$ cat src/rtl/dmux_issue_ctrl_pkg.sv
// Shared types and width helpers for the demux issue/collect stage.
package dmux_issue_ctrl_pkg;

  typedef enum logic {
    ST_IDLE = 1'b0,
    ST_HOLD = 1'b1
  } state_t;

  // Select width leaves one spare code so an out-of-range index is representable.
  function automatic int f_sel_width(input int n);
    return $clog2(n) + 1;
  endfunction

  function automatic int f_cnt_width(input int l);
    return $clog2(l + 1) + 1;
  endfunction

endpackage

$ cat src/rtl/dmux_issue_skid.sv
// One-entry {sel,data} holding buffer; push_ready is registered so it never
// depends combinationally on the pushing side.
module dmux_issue_skid #(
  parameter int WIDTH = 1,
  parameter int SEL_W = 2
) (
  input  logic             clk,
  input  logic             rst_n,
  input  logic             push_valid,
  output logic             push_ready,
  input  logic [SEL_W-1:0] push_sel,
  input  logic [WIDTH-1:0] push_data,
  input  logic             pop,
  output logic             entry_valid,
  output logic [SEL_W-1:0] entry_sel,
  output logic [WIDTH-1:0] entry_data
);

  logic valid_next;
  logic load;

  assign load = push_valid && push_ready;

  always_comb begin
    valid_next = entry_valid;
    if (entry_valid && pop) begin
      valid_next = 1'b0;
    end else if (load) begin
      valid_next = 1'b1;
    end
  end

  always_ff @(posedge clk or negedge rst_n) begin
    if (!rst_n) begin
      entry_valid <= 1'b0;
      push_ready  <= 1'b0;
      entry_sel   <= '0;
      entry_data  <= '0;
    end else begin
      entry_valid <= valid_next;
      push_ready  <= !valid_next;
      if (load) begin
        entry_sel  <= push_sel;
        entry_data <= push_data;
      end
    end
  end

endmodule

$ cat src/rtl/dmux_issue_ctrl.sv
// Issue/collect stage for a fixed-latency demux: holds sel/data stable for
// LATENCY+1 clocks, captures the addressed lane and strobes its valid bit.
module dmux_issue_ctrl
  import dmux_issue_ctrl_pkg::*;
#(
  parameter int WIDTH        = 1,
  parameter int OUTPUT_COUNT = 2,
  parameter int LATENCY      = 0,
  localparam int SEL_W       = f_sel_width(OUTPUT_COUNT),
  localparam int CNT_W       = f_cnt_width(LATENCY)
) (
  input  logic                          clk,
  input  logic                          rst_n,
  input  logic                          s_valid,
  output logic                          s_ready,
  input  logic [SEL_W-1:0]              s_sel,
  input  logic [WIDTH-1:0]              s_data,
  output logic [SEL_W-1:0]              dmux_sel,
  output logic [WIDTH-1:0]              dmux_in,
  input  logic [WIDTH*OUTPUT_COUNT-1:0] dmux_out,
  output logic [OUTPUT_COUNT-1:0]       m_valid,
  output logic [WIDTH*OUTPUT_COUNT-1:0] m_data,
  output logic                          busy,
  output logic                          err
);

  state_t           state;
  logic [CNT_W-1:0] cnt;
  logic             accept;
  logic             in_range;
  logic             complete;
  logic             skid_push;
  logic             take_next;
  logic             next_valid;
  logic [SEL_W-1:0] next_sel;
  logic [WIDTH-1:0] next_data;
  logic             skid_valid;
  logic [SEL_W-1:0] skid_sel;
  logic [WIDTH-1:0] skid_data;

  assign accept    = s_valid && s_ready;
  assign in_range  = s_sel < SEL_W'(OUTPUT_COUNT);
  assign complete  = (state == ST_HOLD) && (cnt == CNT_W'(LATENCY));
  assign take_next = (state == ST_IDLE) || complete;
  // A request arriving mid-hold parks in the skid; on completion it bypasses.
  assign skid_push = accept && in_range && (state == ST_HOLD) && !complete;

  assign next_valid = skid_valid || (accept && in_range);
  assign next_sel   = skid_valid ? skid_sel  : s_sel;
  assign next_data  = skid_valid ? skid_data : s_data;
  assign busy       = (state == ST_HOLD);

  dmux_issue_skid #(
    .WIDTH(WIDTH),
    .SEL_W(SEL_W)
  ) u_skid (
    .clk        (clk),
    .rst_n      (rst_n),
    .push_valid (skid_push),
    .push_ready (s_ready),
    .push_sel   (s_sel),
    .push_data  (s_data),
    .pop        (take_next),
    .entry_valid(skid_valid),
    .entry_sel  (skid_sel),
    .entry_data (skid_data)
  );

  always_ff @(posedge clk or negedge rst_n) begin
    if (!rst_n) begin
      state    <= ST_IDLE;
      cnt      <= '0;
      dmux_sel <= '0;
      dmux_in  <= '0;
      m_valid  <= '0;
      err      <= 1'b0;
    end else begin
      err     <= accept && !in_range;
      m_valid <= complete ? (OUTPUT_COUNT'(1) << dmux_sel) : '0;
      case (state)
        ST_IDLE: begin
          if (next_valid) begin
            state    <= ST_HOLD;
            cnt      <= '0;
            dmux_sel <= next_sel;
            dmux_in  <= next_data;
          end
        end
        ST_HOLD: begin
          if (complete) begin
            cnt <= '0;
            if (next_valid) begin
              dmux_sel <= next_sel;
              dmux_in  <= next_data;
            end else begin
              state <= ST_IDLE;
            end
          end else begin
            cnt <= cnt + 1'b1;
          end
        end
        default: state <= ST_IDLE;
      endcase
    end
  end

  for (genvar gi = 0; gi < OUTPUT_COUNT; gi++) begin : g_lane
    logic [WIDTH-1:0] lane_reg;
    always_ff @(posedge clk or negedge rst_n) begin
      if (!rst_n) begin
        lane_reg <= '0;
      end else if (complete && (dmux_sel == SEL_W'(gi))) begin
        lane_reg <= dmux_out[gi*WIDTH +: WIDTH];
      end
    end
    assign m_data[gi*WIDTH +: WIDTH] = lane_reg;
  end

endmodule
$ cat config.mk
export PLATFORM = sky130hd
export DESIGN_NAME = dmux_issue_ctrl
export DESIGN_NICKNAME = d
export VERILOG_FILES = /design/src/rtl/dmux_issue_ctrl_pkg.sv /design/src/rtl/dmux_issue_skid.sv /design/src/rtl/dmux_issue_ctrl.sv
export SDC_FILE = /design/constraint.sdc
export NUM_CORES = 1
export LEC_CHECK = 0
export ABC_AREA = 1
export CAP_MARGIN = 5
export CORE_AREA = 5 5 45 47
export DETAILED_ROUTE_END_ITERATION = 10
export DIE_AREA = 0 0 50 52
export PLACE_DENSITY = 0.71
export SLEW_MARGIN = 40
export SYNTH_ARGS = -nofsm -noshare
export SYNTH_HDL_FRONTEND = slang
export SYNTH_HIERARCHICAL = 1
export SYNTH_SLANG_ARGS = --single-unit
$ cat constraint.sdc
create_clock -name clk -period 1.71 [get_ports clk]
set_clock_uncertainty 0.15 [all_clocks]
set_input_delay 0.342 -clock clk [delete_from_list [all_inputs] [get_ports clk]]
set_output_delay 0.342 -clock clk [all_outputs]
set_load 0.005 [all_outputs]
==> summary.md, run 1 <==
| Metric | Value |
|---|---|
| Outcome | finished clean |
| Final setup fails | 0 |
| Highest Clock Rate | a little over 600 MHz |
| Slowest CP cell | clkdlybuf4s50_1 |
| Post-DRT Antenna Nets | 0 |
| Switching portion of total power | 0.248 |
| Die height | about 52 um |
| Yosys top cell by area | dfrtp_1 |
| Warnings from Yosys | 6 |
| Unrepaired setup endpoints after global routing | no |
| Post-Route WL | 1320 um |
| Sink Count | 15 |
| Die Wd | ~50 um |
| Switch Pwr | 0.184 mW |
| Fin. max-slew vios | 0 |
| Worst-path maximum fanout | 2 |
| Initial DRC count | 4 |
| Startpoint Class | flop |
| Wire length per cell | about 11 um |
| All-layer global routing usage | 0.120 |
| Combinational power share | 0.198 |
| Layout cells sized above 1 | 0.221 |
| Clk_lat worst skew | between 0.2 and 0.3 ns |
| # hold bufs at CTS | 0 |
| Cell Chain, Critical Path | clkdlybuf4s50_1 |
| PD cells | roughly 800 nW/um^2 |
| Max_cap viols | 0 |
| 1st-pass router iterations | 3 |
| Port Buf Inserts | 17 |
| Required @ worst endpoint | between 1 and 1.5 ns |
| HP Class | primary input to async pin |
| Max_slew headroom | 0.824 |
| Rows | 15 |
| H-tree levels | 1 |
| Internal | 0.559 mW |
| Clk pwr share | 0.269 |
| Share of the synthesized area in the top cell type | 0.562 |
| Initial antenna violation count | 0 |
| Top cells by count, synth | nand2_1 (31), dfrtp_1 (15), nand3_1 (8) |
| Vias in the first global route | 540 |
| Area of the core | 1610 um^2 |
| Final std cells w/o fill | roughly 120 |
| Most numerous cell in the Yosys netlist | nand2_1 |
| Number of CTS-inserted buffers | 3 |
| CP endpoint kind | output pin |
| Vias per std cell | around 4.7 |
| Grt total ovfl | 0 |
| Fill count | around 150 |
| IO Pins | 18 |
| Worst slew pin tran | about 0.26 ns |
| Top cells by area, synth | dfrtp_1 (56%), nand2_1 (17%), nand3_1 (6.0%) |
| Residual DRC count | 0 |
| Number of synthesized register bits | 15 |
| Syn_nets | 86 |
| Nets | approximately 110 |
| Fin Setup TNS | 0 ns |
| Starting density of the core | 0.414 |
| Root buffer cell | clkbuf_4 |
| Leakage power | a little over 0.5 nW |
| Critical path buffers and inverters | 1 |
| Post-Syn Area | approximately 670 um^2 |
| Max VDD drop | approximately 0.00047 V |
| FFs w/ async S/R, synth | 1.00 |
| # diodes | 0 |
| Die area | between 2000 and 3000 um^2 |
| Avg Cell Area, Syn | roughly 8.6 um^2 |
| Power Total | 0.743 mW |
| Final Critical Period | 1.65 ns |
| Post-synth EDFFs | 0 |
| Family with the most delay on the worst path | buffers and inverters |
| Crit Path Class | flop to output pin |
| Top FF cell, synth | dfrtp_1 |
| Sequential fraction of the synthesis area | 0.562 |
| Max incr delay on CP | between 0.5 and 0.6 ns |
| Pin count of the biggest net entering global routing | 16 |
| Area grow syn2layout | 39.5% |
| Final hold violation count | 0 |
| Dpl cells | around 110 |
| Cells after Synth | between 70 and 80 |
| Final Cycle Share | 0.963 |
| CTS max path bufs | 2 |
| CP Data Arrival Time | 1.15 ns |
| Yosys cell types | 13 |
| Seq pwr share | 0.533 |
| CTS tree | yes |
| Placer Congestion | around 0.86 |
| First-pass GRT wire length | about 2400 um |
| Post-DP HPWL | roughly 980 um |
| Total number of vias | about 570 |
| Clock-pin slew on the worst setup and hold paths | about 0.09 ns |
-- per-stage QoR --
stage          hold WS [ns]  setup slack, ns   util  cell area, um^2
2_1_floorplan        -0.104            0.387      -              668
3_3_place_gp          0.307           0.0948  0.542              875
4_1_cts               0.224         0.000956  0.564              910
6_report              0.222           0.0633  0.578              932
3_5_place_dp          0.308           0.0534  0.542              875
5_1_grt               0.220          0.00130  0.578              932
-- power by group through the flow --
stage	Sequential, mW	Combinational, mW	Clock [mW]
floorplan	0.405	0.0616	0
global placement	0.406	0.132	0
detailed placement	0.407	0.135	0
CTS	0.398	0.142	0.212
global route	0.400	0.163	0.231
finish	0.396	0.147	0.200
-- path summary, 6_finish.rpt --
check	from	end	slack, ns	depth (start not counted)
worst min register to register	dmux_in	dmux_in	0.33	2
worst max register to register	u_skid/push_ready	u_skid/entry_sel[0]	0.45	6
max in group asynchronous	rst_n	err	1.01	2
min in group clk	dmux_in	dmux_in	0.33	2
worst max-delay path	dmux_sel[0]	dmux_sel[0]	0.06	1
worst min-delay path	rst_n	dmux_sel[1]	0.22	2
-- repair_timing --
item	4_1_cts	5_1_grt
setup buffers	1	2
gates resized for setup	0	3
endpoints found under the setup margin	1	3
pin swaps	0	0
-- layout make-up --
cell class | count | area (um^2) | share of cell area
flip-flops and latches | 15 | 375 | 0.403
well taps | 17 | 21.3 | 0.0228
clock buffers | 3 | 22.5 | 0.0242
clock inverters | 1 | 5.00 | 0.00537
repair buffers | 24 | 230 | 0.247
inverters | 8 | 32.5 | 0.0349
multi-input cells | 53 | 245 | 0.263
-- layout by cell type, fill, tap and decap left out, types with 4 or more instances in the layout --
| master | synthesis | layout |
|---|---|---|
| clkdlybuf4s50_1 | 0 | 14 |
| nor2_1 | 4 | 4 |
| inv_1 | 5 | 5 |
| buf_4 | 2 | 7 |
| dfrtp_1 | 15 | 15 |
| nand3_1 | 8 | 8 |
| nand2_2 | 5 | 5 |
| nand2_1 | 31 | 31 |
-- routing by layer --
layer	vias to the layer above	share of wire	track usage	routed length, um
li1	292	-	-	-
met1	254	0.42	0.134	555
met2	18	0.46	0.190	604
met3	5	0.089	0.0458	117
met4	0	0.028	0.0786	37
met5	-	0	0	0
-- logic make-up (layout without fill, tap and decap cells) --
logic type | after synthesis | in the layout | synth area share
AO/OA/AOI/OAI | 1 | 1 | 0.00748
buffers and inverters | 10 | 36 | 0.0712
flip-flops | 15 | 15 | 0.562
AND/OR/NAND/NOR | 52 | 52 | 0.360
No activity file was read; power rests on OpenSTA's default activity.
==> run 2: changes to the inputs <==
Settings changed: PLACE_DENSITY 0.71 to 0.76.
==> run 2 against run 1 <==
Effect of this change:
- flip-flop and latch count stayed put
- combinational power is 3% lower
- highest routed layer unchanged
- first-iteration DRC count unchanged
- largest cell class unchanged
- hold slack worse by 0.016 ns
- largest power group unchanged
- critical path type unchanged
- via count shrank 0.35%
- count of clock-buffer cells in the layout unchanged
==> summary.md, run 2 (synthesized netlist as in run 1, its figures left out) <==
| Metric | Value |
|---|---|
| Unrepaired setup endpoints after global routing | no |
| Residual DRC count | 0 (unchanged) |
| Grt total ovfl | 0 (unchanged) |
| Port Buf Inserts | 17 (unchanged) |
| Highest Clock Rate | 605 MHz (-0.40%) |
| Die Wd | 50 um (unchanged) |
| Die area | 2600 um^2 (unchanged) |
| H-tree levels | 1 (unchanged) |
| Sink Count | 15 (unchanged) |
| Wire length per cell | 10.6 um (-2.3%) |
| Startpoint Class | flop |
| Most common cell after layout, fill and taps aside | nand2_1 |
| Number of CTS-inserted buffers | 3 (unchanged) |
| CTS tree | yes |
| Initial DRC count | 4 (unchanged) |
| Vias per std cell | 4.69 (-0.35%) |
| Required @ worst endpoint | 1.22 ns (about the same) |
| Commonest cells after routing, fill and taps aside | nand2_1 (31), clkdlybuf4s50_1 (16), dfrtp_1 (15) |
| Rows | 15 (unchanged) |
| PD cells | 798 nW/um^2 (+0.13%) |
| Final setup fails | 0 (unchanged) |
| Pin count of the biggest net entering global routing | 16 (unchanged) |
| Final Critical Period | 1.65 ns (+0.00653 ns) |
| Fin Setup TNS | 0 ns (unchanged) |
| CTS max path bufs | 2 (unchanged) |
| CP Data Arrival Time | 1.16 ns (about the same) |
| First-pass GRT wire length | 2330 um (-1.1%) |
| Post-DRT Antenna Nets | 0 (unchanged) |
| Max incr delay on CP | 0.50 ns (about the same) |
| Leakage power | 0.497 nW (-2.6%) |
| Total number of vias | 567 (-0.35%) |
| Max_cap viols | 0 (unchanged) |
| Outcome | finished clean |
| Worst-path maximum fanout | 2 (unchanged) |
| Layout cells sized above 1 | 0.221 (unchanged) |
| # diodes | 0 (unchanged) |
| Worst slew pin tran | 0.265 ns (+0.000336 ns) |
| Nets | 113 (unchanged) |
| Area of the core | 1610 um^2 (unchanged) |
| Final Cycle Share | 0.967 (+0.00382) |
| Dpl cell area | 875 um^2 (unchanged) |
| Fin Hold WS | 0.205 ns (-0.0165 ns) |
| HP Class | primary input to async pin |
| Starting density of the core | 0.414 (unchanged) |
| # hold bufs at CTS | 0 (unchanged) |
| Post-DP HPWL | 1010 um (+2.9%) |
| Root buffer cell | clkbuf_4 |
| Area grow syn2layout | 38.8% |
| 1st-pass router iterations | 2 (-1) |
| CP endpoint kind | output pin |
| Max VDD drop | 0.000503 V (+6.9%) |
| Slowest CP cell | clkdlybuf4s50_1 |
| IO Pins | 18 (unchanged) |
| Finished Cell Area | 927 um^2 (-0.54%) |
| Clock-pin slew on the worst setup and hold paths | 0.09 ns (about the same) |
| Clk_lat worst skew | 0.29 ns (about the same) |
| Initial antenna violation count | 0 (unchanged) |
| Die height | 52 um (unchanged) |
| Final Core Density | 0.574 (-0.00310) |
| Final hold violation count | 0 (unchanged) |
| Cell Chain, Critical Path | clkdlybuf4s50_1 |
| Vias in the first global route | 567 (+5.0%) |
| Family with the most delay on the worst path | buffers and inverters |
| Placer Congestion | 0.770 (-10%) |
| Max_slew headroom | 0.824 (about the same) |
| Post-Route WL | 1290 um (-2.3%) |
| Critical path buffers and inverters | 1 (unchanged) |
| All-layer global routing usage | 0.121 (+0.000459) |
| Crit Path Class | flop to output pin |
| Fin. max-slew vios | 0 (unchanged) |
==> run 2: cell count changes in the layout (fill, tap and decap cells not counted) <==
cell and delta:
dlymetal6s2s_1 -2, clkdlybuf4s50_1 +2
==> run 2: path summary, 6_finish.rpt <==
kind,to,depth (start not counted),from,slack (ns)
min in group clk,u_skid/entry_sel[1],2,u_skid/entry_sel[1],0.33
setup reg to reg,u_skid/entry_sel[0],6,busy,0.40
setup / recovery,busy,1,busy,0.06
hold reg to reg,u_skid/entry_sel[1],2,u_skid/entry_sel[1],0.33
hold / removal,m_valid[1],2,rst_n,0.21
max in group asynchronous,g_lane[0].lane_reg,2,rst_n,1.03
==> run 2: worst register-to-register path, delay by kind of cell (launching register included) <==
kind,cells,cell delay (ns)
flip-flops,1,0.37
buffers and inverters,2,0.28
AND/OR/NAND/NOR,4,0.45
==> run 2: layout make-up <==
| class | instances | area, um^2 |
|---|---|---|
| Multi-Input combinational cell | 53 | 245 |
| Fill cell | 161 | 687 |
| Inverter | 8 | 32.5 |
| Sequential cell | 15 | 375 |
| Timing Repair Buffer | 24 | 225 |
| Clock buffer | 3 | 22.5 |
| Clock inverter | 1 | 5.00 |
| Tap cell | 17 | 21.3 |
==> run 2: routing by layer <==
| layer | track usage | wire length [um] |
|---|---|---|
| met5 | 0 | 0 |
| met4 | 0.0786 | 29 |
| met3 | 0.0401 | 102 |
| met2 | 0.215 | 617 |
| met1 | 0.117 | 535 |
==> run 2: report_power, final <==
part	leakage, nW	internal, mW	switching, mW	total (mW)
registers	0.193	0.382	0.0140	0.396
clock network	0.0177	0.0871	0.115	0.202
logic	0.286	0.0883	0.0540	0.142
total	0.497	0.557	0.183	0.740
==> run 2: through the flow <==
stage	power [mW]	std cells	setup WS, ns
finish	0.740	121	0.0568
global route	0.785	121	0.00547
CTS	0.745	119	0.00712
detailed placement	0.540	114	0.0607
global placement	0.537	114	0.111
floorplan	0.467	78	0.387
==> run 2: what timing repair did <==
item,4_1_cts,5_1_grt
gates resized for setup,0,1
endpoints found under the setup margin,1,2
setup buffers,1,2
gates cloned,0,0
==> run 3: changes to the inputs <==
Settings changed: CORE_AREA 5 5 45 47 to 2 2 42 44, DIE_AREA 0 0 50 52 to 0 0 44 46.
==> run 3 against run 2 <==
Effect of this change:
- global-route usage increased by 3.1 points
- maximum frequency about the same
- clock power about the same
- core utilization increased by 0.47 points
- sequential power about the same
- non-clock buffer count increased by 1
- via count increased by 0.88%
- critical endpoint is now dmux_sel[1]
- highest routed layer unchanged
==> summary.md, run 3 (synthesized netlist as in run 1, its figures left out) <==
| Metric | Value |
|---|---|
| # diodes | 0 (unchanged) |
| Setup WS pre-CTS | 0.0767 ns (+0.0161 ns) |
| Final hold violation count | 0 (unchanged) |
| Finished Cell Area | 935 um^2 (+0.81%) |
| Switch Pwr | 0.183 mW (+0.30%) |
| Post-Route WL | 1230 um (-4.3%) |
| Startpoint Class | flop |
| Max incr delay on CP | 0.50 ns (about the same) |
| CP Data Arrival Time | 1.16 ns (about the same) |
| HP Class | primary input to async pin |
| Vias in the first global route | 525 (-7.4%) |
| Highest Clock Rate | 605 MHz (about the same) |
| Initial DRC count | 13 (+9) |
| Seq pwr share | 0.531 (-0.004) |
| Layout cells sized above 1 | 0.229 (+0.00742) |
| IO Pins | 18 (unchanged) |
| Switching portion of total power | 0.246 (-0.000740) |
| Crit Path Class | flop to output pin |
| Setup ws final | 0.0575 ns (+0.000701 ns) |
| Unrepaired setup endpoints after global routing | no |
| Fin Setup TNS | 0 ns (unchanged) |
| Worst slew pin tran | 0.253 ns (-0.0113 ns) |
| Family with the most delay on the worst path | buffers and inverters |
| Post-DRT Antenna Nets | 0 (unchanged) |
| Worst-path maximum fanout | 3 (+1) |
| Sink Count | 15 (unchanged) |
| Die Wd | 44 um (-12%) |
| Final Critical Period | 1.65 ns (-0.000701 ns) |
| Max_cap viols | 0 (unchanged) |
| Max VDD drop | 0.000415 V (-17%) |
| Commonest cells after routing, fill and taps aside | nand2_1 (31), clkdlybuf4s50_1 (16), dfrtp_1 (15) |
| Final Cycle Share | 0.966 (about the same) |
| Number of CTS-inserted buffers | 3 (unchanged) |
| # hold bufs at CTS | 0 (unchanged) |
| Area grow syn2layout | 39.9% |
| Fin. max-slew vios | 0 (unchanged) |
| Die height | 46 um (-12%) |
| Area of the core | 1610 um^2 (unchanged) |
| Initial antenna violation count | 0 (unchanged) |
| Clk pwr share | 0.272 (about the same) |
| Total number of vias | 572 (+0.88%) |
| Starting density of the core | 0.414 (unchanged) |
| Wire length per cell | 10.1 um (-5.1%) |
| Vias per std cell | 4.69 (about the same) |
| Slowest CP cell | clkdlybuf4s50_1 |
| Combinational power share | 0.198 (+0.006) |
| Residual DRC count | 0 (unchanged) |
| Post-DP HPWL | 929 um (-8.3%) |
| Outcome | finished clean |
| CTS tree | yes |
| All-layer global routing usage | 0.152 (+0.0311) |
| CP endpoint kind | output pin |
| Die area | 2020 um^2 (-22%) |
| Root buffer cell | clkbuf_4 |
| Pin count of the biggest net entering global routing | 16 (unchanged) |
| Dpl cell area | 875 um^2 (unchanged) |
| CTS max path bufs | 2 (unchanged) |
| Grt total ovfl | 0 (unchanged) |
| Leakage power | 0.504 nW (+1.4%) |
| Required @ worst endpoint | 1.22 ns (about the same) |
| Final setup fails | 0 (unchanged) |
| 1st-pass router iterations | 4 (+2) |
| Max_slew headroom | 0.831 (+0.00753) |
| Final Core Density | 0.579 (+0.00465) |
| Internal | 0.561 mW (+0.70%) |
| Critical path buffers and inverters | 1 (unchanged) |
| Cell Chain, Critical Path | clkdlybuf4s50_1 |
| First-pass GRT wire length | 2150 um (-7.7%) |
| PD cells | 797 nW/um^2 (-0.21%) |
| Clock-pin slew on the worst setup and hold paths | 0.09 ns (about the same) |
| Placer Congestion | 0.781 (+1.5%) |
| H-tree levels | 1 (unchanged) |
| Nets | 114 (+0.88%) |
| Clk_lat worst skew | 0.29 ns (about the same) |
| Port Buf Inserts | 17 (unchanged) |
| Rows | 15 (unchanged) |
| Most common cell after layout, fill and taps aside | nand2_1 |
-- run 3: final timing paths --
path	from	to	slack, ns	depth (start not counted)
setup / recovery	dmux_sel[1]	dmux_sel[1]	0.06	1
hold / removal	rst_n	m_valid[1]	0.20	2
setup reg to reg	busy	u_skid/entry_valid	0.39	6
hold reg to reg	u_skid/entry_data	u_skid/entry_data	0.33	2
max in group asynchronous	rst_n	m_valid[0]	1.03	2
min in group clk	u_skid/entry_data	u_skid/entry_data	0.33	2
-- run 3: metal layers --
layer  vias to the layer above  routed length (um)  track usage
met5                         -                   0            0
met3                         5                  95       0.0516
met2                        21                 577        0.244
met1                       254                 515        0.168
li1                        292                   -            -
met4                         0                  42        0.109
-- run 3: layout make-up --
cell class                      instances  area, um^2
Fill cell                             154         679
Sequential cell                        15         375
Multi-Input combinational cell         53         245
Timing Repair Buffer                   25         233
Inverter                                8        32.5
Clock buffer                            3        22.5
Tap cell                               17        21.3
Clock inverter                          1        5.00
-- run 3: per-stage QoR --
step / total power [mW] / hold WS, ns / cells
after global routing: 0.790 / 0.226 / 122
final: 0.745 / 0.200 / 122
after detailed placement: 0.538 / 0.310 / 114
after global placement: 0.535 / 0.307 / 114
after floorplan: 0.467 / -0.104 / 78
after CTS: 0.744 / 0.198 / 119
-- run 3: power groups by stage --
stage / logic, mW / registers (mW) / clock network [mW]
2_1_floorplan: 0.0616 / 0.405 / 0
4_1_cts: 0.139 / 0.397 / 0.209
6_report: 0.147 / 0.395 / 0.202
3_3_place_gp: 0.130 / 0.405 / 0
5_1_grt: 0.163 / 0.400 / 0.226
3_5_place_dp: 0.132 / 0.406 / 0
-- run 3: timing repair --
action / CTS / global route
resized for setup: 0 / 1
setup endpoints to repair: 1 / 2
cloned: 0 / 0
buffers inserted: 1 / 3
==> RTL edit 1 (config.mk and constraints of run 3) <==
`OUTPUT_COUNT`: 2 -> 1.
--- a/src/rtl/dmux_issue_ctrl.sv
+++ b/src/rtl/dmux_issue_ctrl.sv
@@ -5,5 +5,5 @@
 #(
   parameter int WIDTH        = 1,
-  parameter int OUTPUT_COUNT = 2,
+  parameter int OUTPUT_COUNT = 1,
   parameter int LATENCY      = 0,
   localparam int SEL_W       = f_sel_width(OUTPUT_COUNT),
Interface: changed (5 resized); port bits go from 18 to 13. The function was not compared with the original's and may differ.
==> RTL edit 1 against run 3 <==
  * Die area is the same
  * Wire length shrank 27%
  * First-iteration DRC count decreased by 85%
  * Sequential cell count down 4
  * Synthesized area fell by 30%
  * Utilization shrank 17 points
  * Total power down 30%
  * Worst setup slack better by 0.032 ns
  * Cell area down 29%
  * Global-route usage shrank 3.6 points
  * Critical path depth stayed put
  * Sequential power down 29%
  * Highest routed layer unchanged
==> RTL edit 1: results (changes against run 3) <==
| Metric | Value |
|---|---|
| Status | `complete, no violations` |
| Vias in the first global route | `399 (-24%)` |
| Tightest Hold Check Type | `in2async` |
| R2R Setup Slk | `0.42 ns (+0.03 ns)` |
| Fillcell total | `162 (+5.2%)` |
| Lkg Pwr | `0.3408 nW (-32%)` |
| Distinct cell type count after synthesis | `11 (-2)` |
| Synth Net Count | `60 (-30%)` |
| Slew margin rel. | `66.43% (-17 points)` |
| Ys flop type | `dfrtp_1` |
| Top post-synthesis cells by area | `dfrtp_1 59%, nand2_1 17%, nand3_1 6.4%, nand2_2 5.4%, inv_1 2.4%` |
| First-pass GRT wire length | `1580 microns (-27%)` |
| Largest fanout on the critical path | `3 (unchanged)` |
| Largest net degree at the start of global routing | `12 (-4)` |
| Compound-cell area share of the yosys netlist | `1.072% (+0.32 points)` |
| Synth cell count leaders | `21 x nand2_1, 11 x dfrtp_1, 6 x nand3_1` |
| Final HPWL DP | `710.2 microns (-24%)` |
| Clock Latency Late Sink | `0.26 ns (-0.03 ns)` |
| Peak supply drop | `0.3656 mV (-12%)` |
| Drt wl/cell | `9.813 microns (-2.7%)` |
| Gpl congestion | `0.7691 (-1.5%)` |
| CTS root buffer | `clkbuf_4` |
| Initial DRC Count | `2 (-11)` |
| Layout Nets | `81 (-29%)` |
| Setup bufs post-CTS | `0 (-1)` |
| Mux contribution to synthesized area | `0% (unchanged)` |
| CP max stage cell | `clkdlybuf4s50_1` |
| GRT Util Overall | `11.65% (-3.6 points)` |
| Clk slew on worst S/H paths | `0.07 ns (-0.02 ns)` |
| Ratio of cells with drive above 1 in the final layout | `20.27% (-2.6 points)` |
| Detailed Routing Iterations Pass 1 | `4 (unchanged)` |
| Port Buffers | `12 (-5)` |
| Register area share after synthesis | `58.98% (+2.8 points)` |
| Via count | `416 (-27%)` |
| Fin Hold WS | `0.2661 ns (+0.06627 ns)` |
| Share of the synthesized area in the top cell type | `58.98% (+2.8 points)` |
| CP arrival | `1.13 ns (-0.03 ns)` |
RTL edit 1: cell families after synthesis:
kind of cell,after synthesis
flip-flops,11
buffers and inverters,6
AO/OA/AOI/OAI,1
AND/OR/NAND/NOR,36
RTL edit 1: power by group:
group,total (mW),switching (mW),internal (mW)
Combinational,0.0731,0.0277,0.0453
Sequential,0.281,0.00701,0.274
Clock,0.169,0.0787,0.0901
Total,0.523,0.113,0.410
RTL edit 1: per-stage QoR:
stage	total power [mW]	instances	setup slack, ns	cell area [sq um]
global route	0.5609	91	0.03193	664.4
global placement	0.3570	86	0.1412	630.6
finish	0.5232	91	0.08905	664.4
CTS	0.5342	90	0.03519	656.9
detailed placement	0.3588	86	0.1165	630.6
floorplan	0.3076	54	0.4864	466.7
RTL edit 1: area by class of cell:
type	instances	area [sq um]	share of cell area, %
Clock buffer	4	26.28	3.955
Inverter	6	22.52	3.390
Multi-Input combinational cell	37	168.9	25.42
Sequential cell	11	275.3	41.43
Tap cell	17	21.27	3.202
Timing Repair Buffer	16	150.1	22.60
RTL edit 1: worst paths after layout:
path,depth (start not counted),startpoint,endpoint
max,1,dmux_sel,dmux_sel
min,1,rst_n,busy
max reg2reg,6,busy,u_skid/entry_data
min reg2reg,2,u_skid/entry_sel,u_skid/entry_sel
min in group clk,2,u_skid/entry_sel,u_skid/entry_sel
max in group asynchronous,1,rst_n,dmux_sel
RTL edit 1: per-layer routing:
| layer | share of wire (%) | vias up | track usage (%) |
|---|---|---|---|
| li1 | - | 210 | - |
| met1 | 45 | 194 | 13.41 |
| met2 | 47 | 10 | 17.06 |
| met3 | 6.5 | 2 | 4.762 |
| met4 | 1.0 | 0 | 9.091 |
| met5 | 0 | - | 0 |
==> RTL edit 2 (settings of run 3) <==
Without the edit above. Make the reset (`rst_n`) synchronous in 3 clocked blocks.
--- a/src/rtl/dmux_issue_skid.sv
+++ b/src/rtl/dmux_issue_skid.sv
@@ -31,5 +31,5 @@
   end
 
-  always_ff @(posedge clk or negedge rst_n) begin
+  always_ff @(posedge clk) begin
     if (!rst_n) begin
       entry_valid <= 1'b0;
--- a/src/rtl/dmux_issue_ctrl.sv
+++ b/src/rtl/dmux_issue_ctrl.sv
@@ -67,5 +67,5 @@
   );
 
-  always_ff @(posedge clk or negedge rst_n) begin
+  always_ff @(posedge clk) begin
     if (!rst_n) begin
       state    <= ST_IDLE;
@@ -107,5 +107,5 @@
   for (genvar gi = 0; gi < OUTPUT_COUNT; gi++) begin : g_lane
     logic [WIDTH-1:0] lane_reg;
-    always_ff @(posedge clk or negedge rst_n) begin
+    always_ff @(posedge clk) begin
       if (!rst_n) begin
         lane_reg <= '0;
Function: differs if rst_n is asserted again (counterexample within 4 cycles, from zero or initial values and one cycle with rst_n low); with rst_n held inactive, the same outputs for 10 cycles.
==> RTL edit 2 against run 3 <==
  * Worst setup slack better by 0.0055 ns
  * Utilization is 4.5 points lower
  * Die area stayed put
  * Worst hold slack better by 0.12 ns
  * Cell area is 7.8% lower
  * Synthesized cell count is 21% higher
  * Synthesized area is 2.2% lower
  * Sequential cell count stayed put
  * Wire length is 4.5% lower
  * Final cell count is 6.6% higher
  * Critical path type unchanged
Power is not compared: it rests on default switching activity, and its combinational part moved more than twofold at a synthesized area within 25%.
==> RTL edit 2: results (changes against run 3) <==
| Metric | Value |
|---|---|
| Synth cell count leaders | `20 x nor2_1, 17 x nand2_1, 15 x dfxtp_1` |
| Inverters | `17 (+9)` |
| Layout Nets | `122 (+7.0%)` |
| Worst path max stage delay | `0.50 ns (about the same)` |
| Fillcell total | `160 (+3.9%)` |
| Compound-cell area share of the yosys netlist | `4.598% (+3.8 points)` |
| Met1 usage | `15.18% (-1.6 points)` |
| Status | `complete, no violations` |
| RR Startpoint | `cnt` |
| Distinct cell type count after synthesis | `14 (+1)` |
| Ratio of cells with drive above 1 in the final layout | `13.27% (-9.6 points)` |
| Via count | `591 (+3.3%)` |
| Reg area | `305.3 sq um (-19%)` |
| DP Area | `829.5 sq um (-5.2%)` |
| Async SR Flop Fraction | `0% (-100 points)` |
| Drt wl/cell | `9.038 microns (-10%)` |
| Comb_multi_in | `60 (+13%)` |
| FF-to-FF End | `u_skid/entry_sel[0]` |
| Register area share after synthesis | `45.98% (-10 points)` |
| GR met2 Demand/Resource | `23.82% (-0.59 points)` |
| Lkg Pwr | `0.3958 nW` |
| Met1 WL | `532 microns (+3.3%)` |
| First-pass GRT wire length | `1966 microns (-8.6%)` |
| Post-cts gate resize count | `2 (+2)` |
| Cells on Worst Hold Path | `2` |
| Multi-input gate area | `274.0 sq um (+12%)` |
| R2R Setup Slk | `0.46 ns (+0.07 ns)` |
| Setup bufs post-CTS | `0 (-1)` |
| Tightest Hold Check Type | `reg2reg` |
| Final HPWL DP | `905 microns (-2.6%)` |
| ClkCell Share | `3.193% (+0.25 points)` |
| Non-Clock Buffer Area Fraction | `19.74% (-5.2 points)` |
| Top post-synthesis cells by area | `dfxtp_1 46%, nor2_1 11%, nand2_1 9.8%, inv_1 7.5%, nand3_1 6.9%` |
| Largest fanout on the critical path | `4 (+1)` |
| Met3 usage | `2.381% (-2.8 points)` |
| Ys flop type | `dfxtp_1` |
| Met2 wire length | `570 microns (-1.2%)` |
| Gpl congestion | `0.7414 (-5.1%)` |
| Synth Net Count | `102 (+19%)` |
| Largest net degree at the start of global routing | `12 (-4)` |
| GRT Util Overall | `13.42% (-1.8 points)` |
RTL edit 2: cell types whose count changed in the layout (fill, tap and decap cells not counted), moves of 2 or more:
cell / before / now
nor2_1: 4 / 20
dfrtp_1: 15 / 0
nand2_1: 31 / 17
dfxtp_1: 0 / 11
buf_4: 8 / 0
inv_1: 5 / 13
a21oi_1: 0 / 6
dfxtp_2: 0 / 4
clkinv_1: 0 / 3
clkinv_2: 3 / 1
nand2_2: 5 / 3
nand3_2: 2 / 0
nand4_1: 0 / 2
RTL edit 2: kinds of logic after synthesis:
family,Yosys count
buffers and inverters,19
DFF,15
AOI/OAI and AO/OA,6
and+or+nand+nor,54
RTL edit 2: worst max path at each step:
stage	cells after the start	end	start
6_report	1	s_ready	u_skid/push_ready
5_1_grt	1	s_ready	u_skid/push_ready
4_1_cts	1	busy	busy
3_5_place_dp	8	u_skid/entry_sel[0]	s_sel[1]
3_3_place_gp	8	u_skid/entry_sel[1]	s_sel[1]
2_1_floorplan	6	u_skid/entry_data	s_sel[1]
RTL edit 2: power groups by stage:
stage,registers (mW),logic (mW),clock network (mW)
after global placement,0.370,0.0594,0
after global routing,0.364,0.0664,0.225
final,0.363,0.0596,0.201
after CTS,0.363,0.0603,0.211
after detailed placement,0.370,0.0601,0
after floorplan,0.370,0.0226,0
RTL edit 2: through the flow:
stage	utilization (%)	std cells	worst slack (ns)	power, mW	hold WS (ns)
after floorplan	-	94	0.5663	0.3928	0.2896
after global placement	51.40	126	0.08032	0.4294	0.3019
after detailed placement	51.40	126	0.006499	0.4302	0.3175
after CTS	53.26	130	0.01557	0.6341	0.3331
after global routing	53.41	130	0.01122	0.6554	0.3385
final	53.41	130	0.06295	0.6229	0.3238
